==> src/rtl/spmm_row_sched.sv <==
// spmm_row_sched: row sequencer for the sparse x dense multiply datapath.
// Takes row-sorted COO nonzeros, fetches the matching dense rows and walks the
// partial-sum buffer one beat per cycle. Each finished row is drained as
// out_valid beats. Each empty row is reported as a single zeros pulse.
// Optional build macro SPMM_PERF_CNT_EN adds the perf_cycles_o/perf_stalls_o
// counters.
//
// state   | meaning
// IDLE    | waiting for start
// GET     | accepting one COO entry
// ISSUE   | one-cycle dense row fetch request
// COMPUTE | NB beats through the multiply/accumulate pipe
// WAIT    | PIPE_LAT cycles so the last accumulate write lands
// FLUSH   | NB buffer reads (+RD_LAT drain) emitted as out_valid beats
// ZFILL   | zeros pulses for empty rows up to the next target row
// DONE    | one-cycle done pulse
module spmm_row_sched #(
  parameter int ROW_W    = 10,
  parameter int NB       = 280,
  parameter int OUT_ROWS = 560,
  parameter int PIPE_LAT = 4,
  parameter int RD_LAT   = 1
) (
  input  logic             clk_i,
  input  logic             rst_ni,
  input  logic             start_i,
  input  logic             ent_valid_i,
  output logic             ent_ready_o,
  input  logic [ROW_W-1:0] ent_row_i,
  input  logic [ROW_W-1:0] ent_col_i,
  input  logic             ent_last_i,
  output logic             dense_req_o,
  output logic [ROW_W-1:0] dense_addr_o,
  output logic             beat_en_o,
  output logic [8:0]       buf_raddr_o,
  output logic             acc_bypass_o,
  output logic             buf_we_o,
  output logic [8:0]       buf_waddr_o,
  output logic             out_valid_o,
  output logic [ROW_W-1:0] out_row_o,
  output logic             zeros_o,
  output logic             busy_o,
  output logic             done_o,
  output logic             order_err_o
`ifdef SPMM_PERF_CNT_EN
  ,
  output logic [31:0]      perf_cycles_o,
  output logic [31:0]      perf_stalls_o
`endif
);

  typedef enum logic [2:0] {
    S_IDLE, S_GET, S_ISSUE, S_COMPUTE, S_WAIT, S_FLUSH, S_ZFILL, S_DONE
  } state_e;

  localparam int AW = 9;
  localparam logic [AW-1:0]  B_LAST   = AW'(NB - 1);
  localparam logic [AW-1:0]  W_LAST   = AW'(PIPE_LAT - 1);
  localparam logic [AW-1:0]  F_LAST   = AW'(NB + RD_LAT - 1);
  localparam logic [AW-1:0]  NB_A     = AW'(NB);
  localparam logic [ROW_W:0] ROWS_END = (ROW_W + 1)'(OUT_ROWS);

  state_e           state_q;
  logic [AW-1:0]    beat_q;
  logic [ROW_W-1:0] cur_row_q;
  logic             row_act_q;
  logic             first_q;
  logic [ROW_W-1:0] pend_row_q;
  logic [ROW_W-1:0] pend_col_q;
  logic             pend_last_q;
  logic             last_seen_q;
  logic [ROW_W:0]   next_out_q;
  logic [ROW_W-1:0] dense_addr_q;
  logic             order_err_q;

  logic             we_pipe_q    [PIPE_LAT];
  logic             byp_pipe_q   [PIPE_LAT];
  logic [AW-1:0]    waddr_pipe_q [PIPE_LAT];
  logic             rd_pipe_q    [RD_LAT];

  logic             rd_iss;
  logic             zf_more;
  logic [ROW_W:0]   zf_target;

  // After the final entry the fill runs to the end of the matrix.
  assign zf_target = last_seen_q ? ROWS_END : {1'b0, pend_row_q};
  assign zf_more   = next_out_q < zf_target;
  assign rd_iss    = (state_q == S_FLUSH) && (beat_q < NB_A);

  assign ent_ready_o  = (state_q == S_GET);
  assign dense_req_o  = (state_q == S_ISSUE);
  assign dense_addr_o = (state_q == S_ISSUE) ? pend_col_q : dense_addr_q;
  assign beat_en_o    = (state_q == S_COMPUTE);
  assign buf_raddr_o  = (beat_en_o || rd_iss) ? beat_q : '0;
  assign buf_we_o     = we_pipe_q[PIPE_LAT-1];
  assign buf_waddr_o  = waddr_pipe_q[PIPE_LAT-1];
  assign acc_bypass_o = byp_pipe_q[PIPE_LAT-1];
  assign out_valid_o  = rd_pipe_q[RD_LAT-1];
  assign zeros_o      = (state_q == S_ZFILL) && zf_more;
  assign out_row_o    = zeros_o ? next_out_q[ROW_W-1:0] :
                        (out_valid_o ? cur_row_q : '0);
  assign busy_o       = (state_q != S_IDLE);
  assign done_o       = (state_q == S_DONE);
  assign order_err_o  = order_err_q;

  // Main sequencer: entry intake, beat/flush counting, row bookkeeping.
  always_ff @(posedge clk_i or negedge rst_ni) begin
    if (!rst_ni) begin
      state_q      <= S_IDLE;
      beat_q       <= '0;
      cur_row_q    <= '0;
      row_act_q    <= 1'b0;
      first_q      <= 1'b1;
      pend_row_q   <= '0;
      pend_col_q   <= '0;
      pend_last_q  <= 1'b0;
      last_seen_q  <= 1'b0;
      next_out_q   <= '0;
      dense_addr_q <= '0;
      order_err_q  <= 1'b0;
    end else begin
      case (state_q)
        S_IDLE: begin
          if (start_i) begin
            state_q     <= S_GET;
            next_out_q  <= '0;
            row_act_q   <= 1'b0;
            first_q     <= 1'b1;
            last_seen_q <= 1'b0;
            order_err_q <= 1'b0;
          end
        end
        S_GET: begin
          if (ent_valid_i) begin
            if (row_act_q && (ent_row_i < cur_row_q)) begin
              // Out-of-order entry is dropped; a dropped last still ends the pass.
              order_err_q <= 1'b1;
              if (ent_last_i) begin
                last_seen_q <= 1'b1;
                beat_q      <= '0;
                state_q     <= S_WAIT;
              end
            end else begin
              pend_row_q  <= ent_row_i;
              pend_col_q  <= ent_col_i;
              pend_last_q <= ent_last_i;
              if (!row_act_q) begin
                state_q <= S_ZFILL;
              end else if (ent_row_i == cur_row_q) begin
                state_q <= S_ISSUE;
              end else begin
                beat_q  <= '0;
                state_q <= S_WAIT;
              end
            end
          end
        end
        S_ISSUE: begin
          dense_addr_q <= pend_col_q;
          beat_q       <= '0;
          state_q      <= S_COMPUTE;
        end
        S_COMPUTE: begin
          if (beat_q == B_LAST) begin
            beat_q  <= '0;
            first_q <= 1'b0;
            if (pend_last_q) begin
              last_seen_q <= 1'b1;
              state_q     <= S_WAIT;
            end else begin
              state_q <= S_GET;
            end
          end else begin
            beat_q <= beat_q + 1'b1;
          end
        end
        S_WAIT: begin
          if (beat_q == W_LAST) begin
            beat_q  <= '0;
            state_q <= S_FLUSH;
          end else begin
            beat_q <= beat_q + 1'b1;
          end
        end
        S_FLUSH: begin
          // Runs RD_LAT extra cycles so the last beat drains before any zeros pulse.
          if (beat_q == F_LAST) begin
            beat_q     <= '0;
            next_out_q <= {1'b0, cur_row_q} + 1'b1;
            state_q    <= S_ZFILL;
          end else begin
            beat_q <= beat_q + 1'b1;
          end
        end
        S_ZFILL: begin
          if (zf_more) begin
            next_out_q <= next_out_q + 1'b1;
          end else if (last_seen_q) begin
            state_q <= S_DONE;
          end else begin
            cur_row_q <= pend_row_q;
            row_act_q <= 1'b1;
            first_q   <= 1'b1;
            state_q   <= S_ISSUE;
          end
        end
        S_DONE:  state_q <= S_IDLE;
        default: state_q <= S_IDLE;
      endcase
    end
  end

  // Delay issue-time write controls by PIPE_LAT to line up with the datapath.
  always_ff @(posedge clk_i or negedge rst_ni) begin
    if (!rst_ni) begin
      for (int i = 0; i < PIPE_LAT; i++) begin
        we_pipe_q[i]    <= 1'b0;
        byp_pipe_q[i]   <= 1'b0;
        waddr_pipe_q[i] <= '0;
      end
    end else begin
      we_pipe_q[0]    <= beat_en_o;
      byp_pipe_q[0]   <= beat_en_o & first_q;
      waddr_pipe_q[0] <= beat_en_o ? beat_q : '0;
      for (int i = 1; i < PIPE_LAT; i++) begin
        we_pipe_q[i]    <= we_pipe_q[i-1];
        byp_pipe_q[i]   <= byp_pipe_q[i-1];
        waddr_pipe_q[i] <= waddr_pipe_q[i-1];
      end
    end
  end

  // Flush reads become out_valid once the buffer read latency has elapsed.
  always_ff @(posedge clk_i or negedge rst_ni) begin
    if (!rst_ni) begin
      for (int i = 0; i < RD_LAT; i++) rd_pipe_q[i] <= 1'b0;
    end else begin
      rd_pipe_q[0] <= rd_iss;
      for (int i = 1; i < RD_LAT; i++) rd_pipe_q[i] <= rd_pipe_q[i-1];
    end
  end

`ifdef SPMM_PERF_CNT_EN
  logic [31:0] perf_cycles_q;
  logic [31:0] perf_stalls_q;

  assign perf_cycles_o = perf_cycles_q;
  assign perf_stalls_o = perf_stalls_q;

  // Busy-cycle and starved-GET counters, cleared by start, frozen while idle.
  always_ff @(posedge clk_i or negedge rst_ni) begin
    if (!rst_ni) begin
      perf_cycles_q <= '0;
      perf_stalls_q <= '0;
    end else if (state_q == S_IDLE) begin
      if (start_i) begin
        perf_cycles_q <= '0;
        perf_stalls_q <= '0;
      end
    end else begin
      perf_cycles_q <= perf_cycles_q + 32'd1;
      if ((state_q == S_GET) && !ent_valid_i) perf_stalls_q <= perf_stalls_q + 32'd1;
    end
  end
`endif

endmodule

==> config.mk <==
export PLATFORM = sky130hd
export DESIGN_NAME = spmm_row_sched
export DESIGN_NICKNAME = d
export VERILOG_FILES = /design/src/rtl/spmm_row_sched.sv
export SDC_FILE = /design/constraint.sdc
export NUM_CORES = 1
export LEC_CHECK = 0
export CAP_MARGIN = 40
export CELL_PAD_IN_SITES_DETAIL_PLACEMENT = 1
export CELL_PAD_IN_SITES_GLOBAL_PLACEMENT = 2
export CORE_ASPECT_RATIO = 1.2
export CORE_MARGIN = 1.5
export CORE_UTILIZATION = 44
export DETAILED_ROUTE_END_ITERATION = 8
export DONT_BUFFER_PORTS = 1
export PLACE_DENSITY_LB_ADDON = 0.15
export SYNTH_ARGS = -nofsm -noshare
export SYNTH_HDL_FRONTEND = slang
export SYNTH_SLANG_ARGS = --single-unit
==> constraint.sdc <==
create_clock -name clk_i -period 5.17 [get_ports clk_i]
set_clock_uncertainty 0.2 [all_clocks]
set_input_delay 0.7755 -clock clk_i [delete_from_list [all_inputs] [get_ports clk_i]]
set_output_delay 0.7755 -clock clk_i [all_outputs]
set_load 0.05 [all_outputs]
==> results.tsv, run 1 <==
metric	value	unit
placed instance count	635	
remaining global-route overflow	0	
Mapped Nets	547	
initial antenna violation count	0	
share of the synthesized area in compound gates (AO/OA/AOI/OAI)	10.1	%
simple-gate share of the synthesized area	17.1	%
fraction of registers with async set/reset	100	%
number of buffers inserted by post-CTS setup repair	0	
Post-Place Worst Slack	0.841	ns
R2R cell count	9	
CP max-delay cell	or2_1	
Final ANT Viol Nets	0	
Post-Synth Adder-Cell Area	5.07	%
most area-consuming cells after synthesis	dfrtp_1, mux2_2, ha_1, nand2_1, nand3_1	
number of enable flip-flop cells after synthesis	0	
min cycle time layout	4.79	ns
combined area of all synthesized cells	5420	µm²
final setup margin	0.383	ns
Net Switching	0.443	mW
main combinational cell family by area after synthesis	simple AND/OR/NAND/NOR gates	
GPL Wtd Cong	0.826	
vias in the first global route	3961	
kind of cell adding the most delay to the critical path	simple AND/OR/NAND/NOR gates	
dpl hpwl	9380	µm
share of the yosys chip area belonging to registers	52.2	%
sum of negative setup slack	0	ns
total of flip-flops plus latches after synthesis	113	
Reg2Reg Launch Point	last_seen_q$_DFFE_PN0P_	
mean number of vias per cell	5.60	
First DRT Iteration DRCs	113	
clock latency of the later-clocked register in the worst-skew pair	0.42	ns
nets@finish	541	
Site Rows	44	
# DRC	0	
layout overhead on the synthesized area	14.3	%
max-slew headroom at the worst pin	39.5	%
maximum fanout count along the critical path	23	
non-filler cells, final	668	
setup repair after global routing missed its margin	false	
Critical Path Max Stage Delay	0.74	ns
maximum number of pins on one net before global-route repair	114	
peak supply drop	216	µV
Hold Fails Final Rpt	0	
buffer depth of the longest clock path	2	
final number of max-transition violations	0	
core outline area	12100	µm²
first-pass detailed-route iteration total	4	
clock transition at the register clock pins on the worst setup and hold paths after CTS	0.05	ns
detailed-route wire length per cell	19.8	µm
Yosys warning total	0	
height of the die	125	µm
Post-Synthesis Mean Instance Area	10.8	µm²
die area	13000	µm²
horizontal die dimension	104	µm
combinational share of power	1.5	%
ratio of cells with drive above 1 in the final layout	19.5	%
Final Setup Violations	0	
wire length of the first global-routing pass	21800	µm
part of the power in registers	40.6	%
wirelength, routed	13200	µm
biggest area consumer among synthesized cells	dfrtp_1	
type of the worst min-delay path	in2async	
cell occurring most often along the worst timing path	nand2_1	
data arrival at the endpoint of the critical path	3.81	ns
most frequently used cell type in the post-synthesis netlist	dfrtp_1	
nature of the critical path endpoint	primary output	
power share of the clock group	57.9	%
Clock Root Buffer	clkbuf_16	
Post-CTS Resized	0	
distinct cell type count of the synthesized netlist	57	
startpoint class of the critical path	flop	
Clock H-tree levels	4	
count of mapped cells out of synthesis	500	
fin util	51.4	%
Fmax	0.209	GHz
share of cell area taken by muxes after synthesis	9.46	%
Slew @ Worst Pin	0.907	ns
result of the run	finished clean	
Period Utilization, post-route	92.6	%
GR Util All Layers	21.8	%
reported max-cap violation count	0	
most used standard cells in the synthesized netlist	dfrtp_1, nand2_1, mux2_2	
Num Clock Sinks	113	
reported leakage power	2.80	nW
category of the critical setup timing path	reg2out	
Top-Level Pins	73	
area share of the largest cell type after synthesis	51.7	%
antenna diode instance count	0	
capture instance of the worst register-to-register path	next_out_q[8]$_DFFE_PN0P_	
# port buffers	0	
xor-xnor portion of the synthesized cell area	1.13	%
Top FF cell, synth	dfrtp_1	
via count of the routed design	3738	
number of buffer and inverter instances along the worst setup path	1	
chain of cells forming the critical path	nand2b_1, ha_1, nand4b_1, nor3_1, a211o_1, or2_1, inv_2, nand2_1, nand2_1	
total power draw	2.18	mW
Power Dens Cells	352	nW/µm²
setup slack on the worst flop-to-flop path	1.53	ns
critical path required time	4.19	ns
internal power contribution	1.74	mW
starting density of the core	45.0	%
clock tree from TritonCTS	done	
CTS buffer count	17	
switching share of power	20.3	%
-- per-layer routing --
| layer | wire length (µm) | up-vias | global-route usage [%] |
|---|---|---|---|
| met3 | 504 | 17 | 5.13 |
| li1 | - | 1734 | - |
| met2 | 6870 | 73 | 37.4 |
| met4 | 239 | 0 | 8.50 |
| met1 | 5610 | 1914 | 26.4 |
| met5 | 0 | - | 0 |
-- power by group through the flow --
stage	Clock (mW)	Combinational, mW	Sequential, mW
6_report	1.26	0.0326	0.885
5_1_grt	1.33	0.0376	0.885
4_1_cts	1.29	0.0342	0.885
3_5_place_dp	0	0.0135	0.901
3_3_place_gp	0	0.0124	0.901
2_1_floorplan	0	0.00962	0.901
-- registers in the layout, indices dropped and copies added, names as in the netlist --
signal	count
acc_bypass_o	1
beat_q	9
buf_waddr_o	9
buf_we_o	1
byp_pipe_q	3
cur_row_q	10
dense_addr_q	10
first_q	1
last_seen_q	1
next_out_q	11
order_err_o	1
out_valid_o	1
pend_col_q	10
pend_last_q	1
pend_row_q	10
row_act_q	1
state_q	3
waddr_pipe_q	27
we_pipe_q	3
-- logic make-up (layout without fill, tap and decap cells) --
logic type | Yosys count | count (layout)
AO/OA/AOI/OAI | 75 | 75
XOR/XNOR | 7 | 7
adder cells (fa/ha/maj) | 22 | 22
buffers and inverters | 55 | 62
flip-flops | 113 | 113
multiplexers | 46 | 46
AND/OR/NAND/NOR | 182 | 182
-- cell type report --
cell class              instances  area, µm²
well taps                     161        201
flip-flops and latches        113       2830
inverters                      19       71.3
clock buffers                  20        467
clock inverters                12        180
repair buffers                 11        118
fillers                      1255       5860
multi-input cells             332       2330
-- timing repair --
item | 4_1_cts | 5_1_grt
setup endpoints to repair | 0 | 0
hold endpoints to repair | 113 | 0
hold buffers | 1 | 0
-- how the worst max path moves through the flow --
stage / from / endpoint / slack (ns) / depth (start not counted)
after floorplan: last_seen_q$_DFFE_PN0P_ / out_row_o[6] / 1.55 / 12
after global placement: last_seen_q$_DFFE_PN0P_ / out_row_o[1] / 1.03 / 9
after detailed placement: last_seen_q$_DFFE_PN0P_ / out_row_o[7] / 0.84 / 9
after CTS: last_seen_q$_DFFE_PN0P_ / out_row_o[7] / 0.36 / 9
after global routing: last_seen_q$_DFFE_PN0P_ / out_row_o[7] / 0.16 / 9
final: last_seen_q$_DFFE_PN0P_ / out_row_o[7] / 0.38 / 9
-- cell usage in the layout (no fill, tap or decap), types with 3 or more instances in the layout --
cell | synthesis | layout
dfrtp_1 | 112 | 112
nand2_1 | 56 | 56
mux2_2 | 41 | 41
nand3_1 | 29 | 29
nor2_1 | 27 | 25
ha_1 | 22 | 22
inv_1 | 18 | 18
clkbuf_16 | 0 | 17
nand2b_1 | 15 | 15
a21oi_1 | 15 | 15
o21ai_0 | 12 | 12
nor2b_1 | 10 | 9
and2_1 | 8 | 8
buf_4 | 12 | 8
nor3_1 | 7 | 7
xnor2_1 | 7 | 7
nand4_1 | 6 | 6
and3_1 | 5 | 5
o22ai_1 | 5 | 5
a32o_1 | 5 | 5
nand4b_1 | 4 | 4
a211oi_1 | 4 | 4
o211ai_1 | 4 | 4
mux2i_1 | 4 | 4
a21o_1 | 4 | 4
a22o_1 | 4 | 4
bufinv_16 | 0 | 4
and3b_1 | 3 | 3
a211o_1 | 3 | 3
o21a_1 | 3 | 3
clkinv_4 | 0 | 3
clkbuf_8 | 0 | 3
-- stage by stage --
step | cell area [µm²] | hold slack [ns]
2_1_floorplan | 5420 | 0.131
3_3_place_gp | 5440 | 0.131
3_5_place_dp | 5530 | 0.136
4_1_cts | 6200 | 0.137
5_1_grt | 6200 | 0.135
6_report | 6200 | 0.0828
No activity file was read; power rests on OpenSTA's default activity.
==> run 2, diff against run 1 <==
Settings changed: CORE_UTILIZATION 44 to 35.
==> results.tsv, run 2 (same netlist as run 1, synthesis figures left out) <==
metric	value	unit	change
final number of max-transition violations	0		unchanged
Post-CTS Resized	0		unchanged
maximum fanout count along the critical path	14		-39%
First DRT Iteration DRCs	157		+39%
initial antenna violation count	0		unchanged
global routing usage on met2	28.0	%	-9.4 points
first-pass detailed-route iteration total	4		unchanged
Critical Path Max Stage Delay	0.52	ns	-0.22 ns
min cycle time layout	4.24	ns	-0.552 ns
starting density of the core	36.0	%	-9.0 points
CP max-delay cell	dfrtp_1		
sum of negative setup slack	0	ns	unchanged
Slew @ Worst Pin	0.899	ns	-0.00834 ns
capture instance of the worst register-to-register path	state_q[0]$_DFFE_PN0P_		
antenna diode instance count	0		unchanged
mean number of vias per cell	5.21		-6.8%
dpl hpwl	9510	µm	+1.3%
# port buffers	0		unchanged
Hold Fails Final Rpt	0		unchanged
# DRC	0		unchanged
Final ANT Viol Nets	0		unchanged
result of the run	finished clean		
reported leakage power	2.78	nW	-0.95%
horizontal die dimension	117	µm	+12%
setup slack on the worst flop-to-flop path	2.11	ns	+0.58 ns
nature of the critical path endpoint	primary output		
height of the die	139	µm	+12%
Clock Root Buffer	clkbuf_16		
Multi-input gate area	2330	µm²	unchanged
register name with the most flops	waddr_pipe_q		
maximum number of pins on one net before global-route repair	113		-0.88%
setup repair after global routing missed its margin	false		
remaining global-route overflow	0		unchanged
data arrival at the endpoint of the critical path	3.26	ns	-0.55 ns
detailed-route wire length per cell	18.9	µm	-4.5%
Period Utilization, post-route	81.9	%	-11 points
critical path required time	4.19	ns	about the same
reported max-cap violation count	0		unchanged
GPL Wtd Cong	0.800		-3.3%
max FFs per register	27		unchanged
peak supply drop	216	µV	-0.16%
max-slew headroom at the worst pin	39.9	%	+0.33 points
clock tree from TritonCTS	done		
core outline area	15100	µm²	+25%
routing layer with the top usage in global route	met2		
die area	16300	µm²	+25%
Num Clock Sinks	113		unchanged
type of the worst min-delay path	in2async		
nets@finish	544		+0.55%
clock transition at the register clock pins on the worst setup and hold paths after CTS	0.06	ns	about the same
layout overhead on the synthesized area	14.0	%	
via count of the routed design	3723		-0.40%
wire length of the first global-routing pass	21900	µm	+0.54%
fill cell instance count of the final layout	1689		+35%
most common library cell in the layout ignoring fill and taps	dfrtp_1		
register area	2830	µm²	unchanged
total power draw	1.99	mW	-8.7%
R2R cell count	9		unchanged
chain of cells forming the critical path	nand2b_1, ha_1, nor4b_2, o21bai_1, a211o_1, or2_1, inv_2, nand2_1, nand2_1		
Fmax	0.236	GHz	+13%
met1 track demand over resource	24.0	%	-2.4 points
category of the critical setup timing path	reg2out		
ratio of cells with drive above 1 in the final layout	19.8	%	+0.28 points
cell occurring most often along the worst timing path	nand2_1		
Site Rows	49		+11%
CTS buffer count	17		unchanged
startpoint class of the critical path	flop		
Final Setup Violations	0		unchanged
biggest regs	waddr_pipe_q (27), next_out_q (11)		
Top-Level Pins	73		unchanged
wirelength, routed	13500	µm	+2.1%
Power Dens Cells	322	nW/µm²	-8.5%
GR Util All Layers	17.9	%	-3.9 points
met3 global-route usage	5.05	%	-0.076 points
Reg2Reg Launch Point	last_seen_q$_DFFE_PN0P_		
leading cell types in the layout, fill and taps excluded	dfrtp_1, nand2_1, mux2_2		
Clock H-tree levels	4		unchanged
buffer depth of the longest clock path	2		unchanged
clock latency of the later-clocked register in the worst-skew pair	0.41	ns	about the same
number of buffers inserted by post-CTS setup repair	0		unchanged
vias in the first global route	3942		-0.48%
[run 2: cell types whose count changed in the layout (fill, tap and decap cells not counted)]
cell	change
buf_4	+1
buf_6	+2
bufinv_16	-4
buf_8	-1
clkinvlp_4	-1
dlygate4sd3_1	+1
inv_8	+2
clkinv_4	+3
inv_6	+3
clkbuf_8	-3
[run 2: final cells by class]
class,instances,area share [%]
clock inverter,15,2.06
inverter,19,1.15
clock buffer,17,6.88
timing repair buffer,14,2.31
sequential,113,45.7
multi-input combinational,332,37.7
tap,204,4.13
[run 2: metrics by stage]
stage               cell area [µm²]  worst slack (ns)  std cells  hold WS [ns]  utilization, %
detailed placement             5590              1.32        680         0.136            37.1
global placement               5510              1.41        671         0.133            36.5
floorplan                      5420              1.55        500         0.131               -
finish                         6180             0.935        714         0.120            41.0
CTS                            6180             0.856        714         0.124            41.0
global route                   6180             0.691        714         0.148            41.0
[run 2: worst max-delay path by stage]
| stage | startpoint | to | slack, ns | cells after the start |
|---|---|---|---|---|
| final | last_seen_q$_DFFE_PN0P_ | out_row_o[0] | 0.93 | 9 |
| after floorplan | last_seen_q$_DFFE_PN0P_ | out_row_o[6] | 1.55 | 12 |
| after global routing | last_seen_q$_DFFE_PN0P_ | out_row_o[2] | 0.69 | 9 |
| after CTS | last_seen_q$_DFFE_PN0P_ | out_row_o[0] | 0.86 | 9 |
| after detailed placement | last_seen_q$_DFFE_PN0P_ | out_row_o[0] | 1.32 | 9 |
| after global placement | last_seen_q$_DFFE_PN0P_ | out_row_o[0] | 1.41 | 9 |
[run 2: critical path: cells and delay by family (launching register included)]
| family | cells | cell delay (ns) |
|---|---|---|
| fa+ha+maj | 1 | 0.20 |
| compound gates | 2 | 0.52 |
| buf+inv | 1 | 0.35 |
| simple gates | 5 | 1.27 |
| flops | 1 | 0.52 |
[run 2: timing repair]
| action | in CTS | in global routing |
|---|---|---|
| endpoints found under the hold margin | 112 | 0 |
| endpoints found under the setup margin | 0 | 0 |
| hold buffers | 2 | 0 |
[run 2: metal layers]
layer  up-vias  wire length [µm]
li1       1739                 -
met1      1907              6300
met2        68              6470
met3         9               592
met4         0               134
met5         -                 0
[run 2: power by group]
part / switching (mW) / internal [mW] / total [mW]
Combinational: 0.0244 / 0.00828 / 0.0327
Sequential: 0 / 0.885 / 0.885
Clock: 0.449 / 0.625 / 1.07
Total: 0.473 / 1.52 / 1.99
==> RTL change 1: new RTL, config.mk and constraints of run 1 <==
Add a define of `SPMM_PERF_CNT_EN`.
--- a/src/rtl/spmm_row_sched.sv
+++ b/src/rtl/spmm_row_sched.sv
@@ -14,6 +14,8 @@
 // FLUSH   | NB buffer reads (+RD_LAT drain) emitted as out_valid beats
 // ZFILL   | zeros pulses for empty rows up to the next target row
 // DONE    | one-cycle done pulse
+`define SPMM_PERF_CNT_EN
+
 module spmm_row_sched #(
   parameter int ROW_W    = 10,
   parameter int NB       = 280,
Formal check against the unedited RTL (old outputs only; new: perf_cycles_o and perf_stalls_o): equivalent (equiv_simple and equiv_induct, registers matched by name and starting in step).
==> RTL change 1 against run 1 <==
Routed wire length grew 69%; highest routed layer unchanged; largest cell class unchanged; cell area up 53%; synthesized area up 59%; critical path depth up 1; sequential cell count grew 64; power rose by 150%; register-to-register slack gained 0.32 ns; worst setup slack gained 0.62 ns.
==> RTL change 1: results <==
set metrics [dict create \
    cpMaxStageDelayCell "dfrtp_1" \
    avgViaCountPerCell 5.74 \
    multi_input_area_share_pct 40.5 \
    irDropWorstVdd_mv 0.328 \
    fin_nets 893 \
    num-nonclk-inverters 33 \
    power_switching_mw 2.51 \
    buffers 23 \
    multi_input_cells 592 \
    max-slew-margin-rel_pct 40.1 \
    grt_pass1_vias 6843 \
    drt_iter0_drc 223 \
    place_congestion 0.879 \
    gr-usage-all-layers_pct 22.8 \
    nFillCells 2101 \
    p_clk_share_pct 23.1 \
    seq_cell_count 177 \
    layout-drive-gt1-share_pct 12.7 \
    clk_pin_slew_ns 0.07 \
    synth-seq-area-share_pct 51.4 \
    whs_ns 0.143 \
    status "finished, final reports clean" \
    sh_seq_area_pct 46.7 \
    p_leak_nw 4.28 \
    dpl.hpwl_um 15800 \
    ys_top_cells_by_area "dfrtp_1 (51%), mux2_2 (4.4%), nand2_1 (4.4%)" \
    clock_buffers 18 \
    avgRoutedWirePerCell_um 20.1 \
    path_max_fanout 11 \
    reg2regPathDepth 6 \
    r2r-start "state_q[1]" \
    bufAreaShareNonClock_pct 2.11 \
    final_util_pct 49.8 \
    synthDominantCellAreaShare_pct 51.1 \
    placed_area_sq_mm 0.00888 \
]
RTL change 1: cell count changes after synthesis, moves of 8 or more:
cell,before,now
nand3_1,29,56
xnor2_1,7,15
a21oi_1,15,25
xor2_1,0,20
nand4_1,6,15
nand2b_1,15,4
nand2_1,56,100
o21ai_0,12,50
inv_1,18,32
nor3_1,7,17
nor2_1,27,64
dfrtp_1,112,176
and3_1,5,24
mux2i_1,4,19
RTL change 1: per-layer routing:
metal | GRT usage, % | part of all wire (%) | routed length, um
met1 | 26.2 | 40 | 8990
met2 | 40.0 | 52 | 11600
met3 | 5.68 | 4.6 | 1040
met4 | 9.73 | 3.2 | 712
met5 | 0 | 0 | 0
RTL change 1: kinds of logic after synthesis:
group,share of synthesized area (%)
flops,51.4
mux,6.65
simple gates,20.4
xor+xnor,3.55
fa+ha+maj,3.48
buf+inv,4.12
compound gates,10.4
RTL change 1: repair_timing:
item | 4_1_cts | 5_1_grt
endpoints found under the setup margin | 0 | 0
hold buffers | 2 | 0
resized for setup | 0 | 0
hold endpoints to repair | 176 | 0
RTL change 1: worst max-delay path by stage:
| stage | startpoint | end | depth (start not counted) |
|---|---|---|---|
| 2_1_floorplan | last_seen_q | out_row_o[4] | 10 |
| 3_3_place_gp | ent_row_i[5] | pend_col_q[5] | 6 |
| 3_5_place_dp | last_seen_q | out_row_o[6] | 10 |
| 4_1_cts | last_seen_q | out_row_o[6] | 10 |
| 5_1_grt | last_seen_q | out_row_o[1] | 10 |
| 6_report | last_seen_q | out_row_o[6] | 10 |
RTL change 1: worst reg2reg max path: stages, from the launching register on:
cell and delay, ns:
dfrtp_1 0.86, nand3b_1 0.79, nor4_1 0.75, a41oi_1 0.13, nor4_2 0.25, a21oi_1 0.08, o221ai_1 0.18
==> RTL change 2: new RTL, config.mk and constraints of run 1 <==
Made on the original files. Re-encode `state_e` (8 states) as one-hot, 8 bits wide.
--- a/src/rtl/spmm_row_sched.sv
+++ b/src/rtl/spmm_row_sched.sv
@@ -49,8 +49,8 @@
 `endif
 );
 
-  typedef enum logic [2:0] {
-    S_IDLE, S_GET, S_ISSUE, S_COMPUTE, S_WAIT, S_FLUSH, S_ZFILL, S_DONE
+  typedef enum logic [7:0] {
+    S_IDLE = 8'b00000001, S_GET = 8'b00000010, S_ISSUE = 8'b00000100, S_COMPUTE = 8'b00001000, S_WAIT = 8'b00010000, S_FLUSH = 8'b00100000, S_ZFILL = 8'b01000000, S_DONE = 8'b10000000
   } state_e;
 
   localparam int AW = 9;
Check against the original RTL: no difference found for any inputs over 10 cycles, from zero or initial values and one cycle with rst_ni low; not proved beyond that.
==> RTL change 2 against run 1 <==
Routed wire length increased by 23%; sequential cell count increased by 5; count of clock-buffer cells in the layout decreased by 3; synthesized area increased by 10%; via count increased by 21%; die area increased by 9.8%; non-clock buffer count increased by 10; synthesized cell count increased by 16%; worst setup slack improved by 0.55 ns; critical path depth decreased by 1; cell area increased by 8.9%; core utilization decreased by 0.41 points.
Power is not compared: it rests on default switching activity, and its combinational part moved more than twofold at a synthesized area within 25%.
==> RTL change 2: results <==
set metrics [dict create \
    status "finished, final reports clean" \
    dp_cells 733 \
    p_int_mw 2.07 \
    postSynthAreaPerCell_sq_um 10.3 \
    synth-adder-area-share_pct 4.61 \
    tightest_slew_ns 0.742 \
    synth-seq-area-share_pct 49.5 \
    grt_pass1_vias 4868 \
    post_synth_num_cell_types 66 \
    nFillCells 1458 \
    path_max_fanout 18 \
    ff_latch_area_sq_mm 0.00296 \
    grt_max_degree 119 \
    muxShareOfSynthArea_pct 6.37 \
    use_met2_pct 39.6 \
    synth-compound-area-share_pct 14.7 \
    fin_cells 766 \
    grtUsageMet3_pct 6.40 \
    use_met1_pct 31.8 \
    dr_total_vias 4535 \
    fin_nets 632 \
    placed_area_sq_mm 0.00615 \
    gr-usage-all-layers_pct 24.6 \
    wl_met2_um 7770 \
    yosys_warnings 0 \
    route.layer.met1.wl_um 7280 \
    place_congestion 0.902 \
    grt_pass1_wl_um 26200 \
    synth_xor_area_share_pct 0.440 \
    met3_length_um 978 \
    dpl.hpwl_um 11300 \
    synthTopCellsByCount "dfrtp_1 (116), nand2_1 (57), o21ai_0 (45), mux2_2 (31), nor2_1 (30)" \
    dp_slack_ns 1.43 \
    layout-drive-gt1-share_pct 16.9 \
    avgRoutedWirePerCell_um 21.3 \
    arrival_ns 3.26 \
]
-- RTL change 2: cell count changes in the layout (fill, tap and decap cells not counted), moves of 7 or more --
cell      delta
o21ai_0     +30
a21oi_1     +10
buf_4       +10
mux2_2      -10
inv_1        +8
inv_6        +8
nand2b_1     -7
-- RTL change 2: final timing paths --
| path | cells after the start | end | slack (ns) | start |
|---|---|---|---|---|
| worst max-delay path | 8 | out_row_o[7] | 0.94 | last_seen_q |
| min in group clk_i | 0 | buf_waddr_o[1] | 0.15 | waddr_pipe_q[10] |
| max in group asynchronous | 1 | cur_row_q[2] | 4.22 | rst_ni |
| worst min-delay path | 1 | buf_waddr_o[5] | 0.11 | rst_ni |
| worst min register to register | 0 | buf_waddr_o[1] | 0.15 | waddr_pipe_q[10] |
| worst max register to register | 11 | next_out_q[8] | 1.56 | state_q[3] |
-- RTL change 2: worst max-delay path, stage by stage (launching register included) --
cell	delay [ns]
dfrtp_1	0.52
nand2b_1	0.23
ha_1	0.31
a21oi_1	0.15
o21ai_0	0.16
a22oi_1	0.37
nand2_1	0.50
nand3_1	0.25
nand2_1	0.34
-- RTL change 2: power by group through the flow --
stage,Clock [mW],Sequential [mW],Combinational [mW]
2_1_floorplan,0,1.20,0.696
3_3_place_gp,0,1.28,0.781
3_5_place_dp,0,1.30,0.814
4_1_cts,1.19,1.28,0.842
5_1_grt,1.23,1.32,0.931
6_report,1.16,1.29,0.835
-- RTL change 2: final cells by class --
class                           instances  share of cell area, %
Timing Repair Buffer                   21                   2.85
Clock buffer                           17                   6.30
Clock inverter                         15                   2.28
Multi-Input combinational cell        401                   40.2
Inverter                               26                   1.45
Tap cell                              168                   3.11
Sequential cell                       118                   43.8
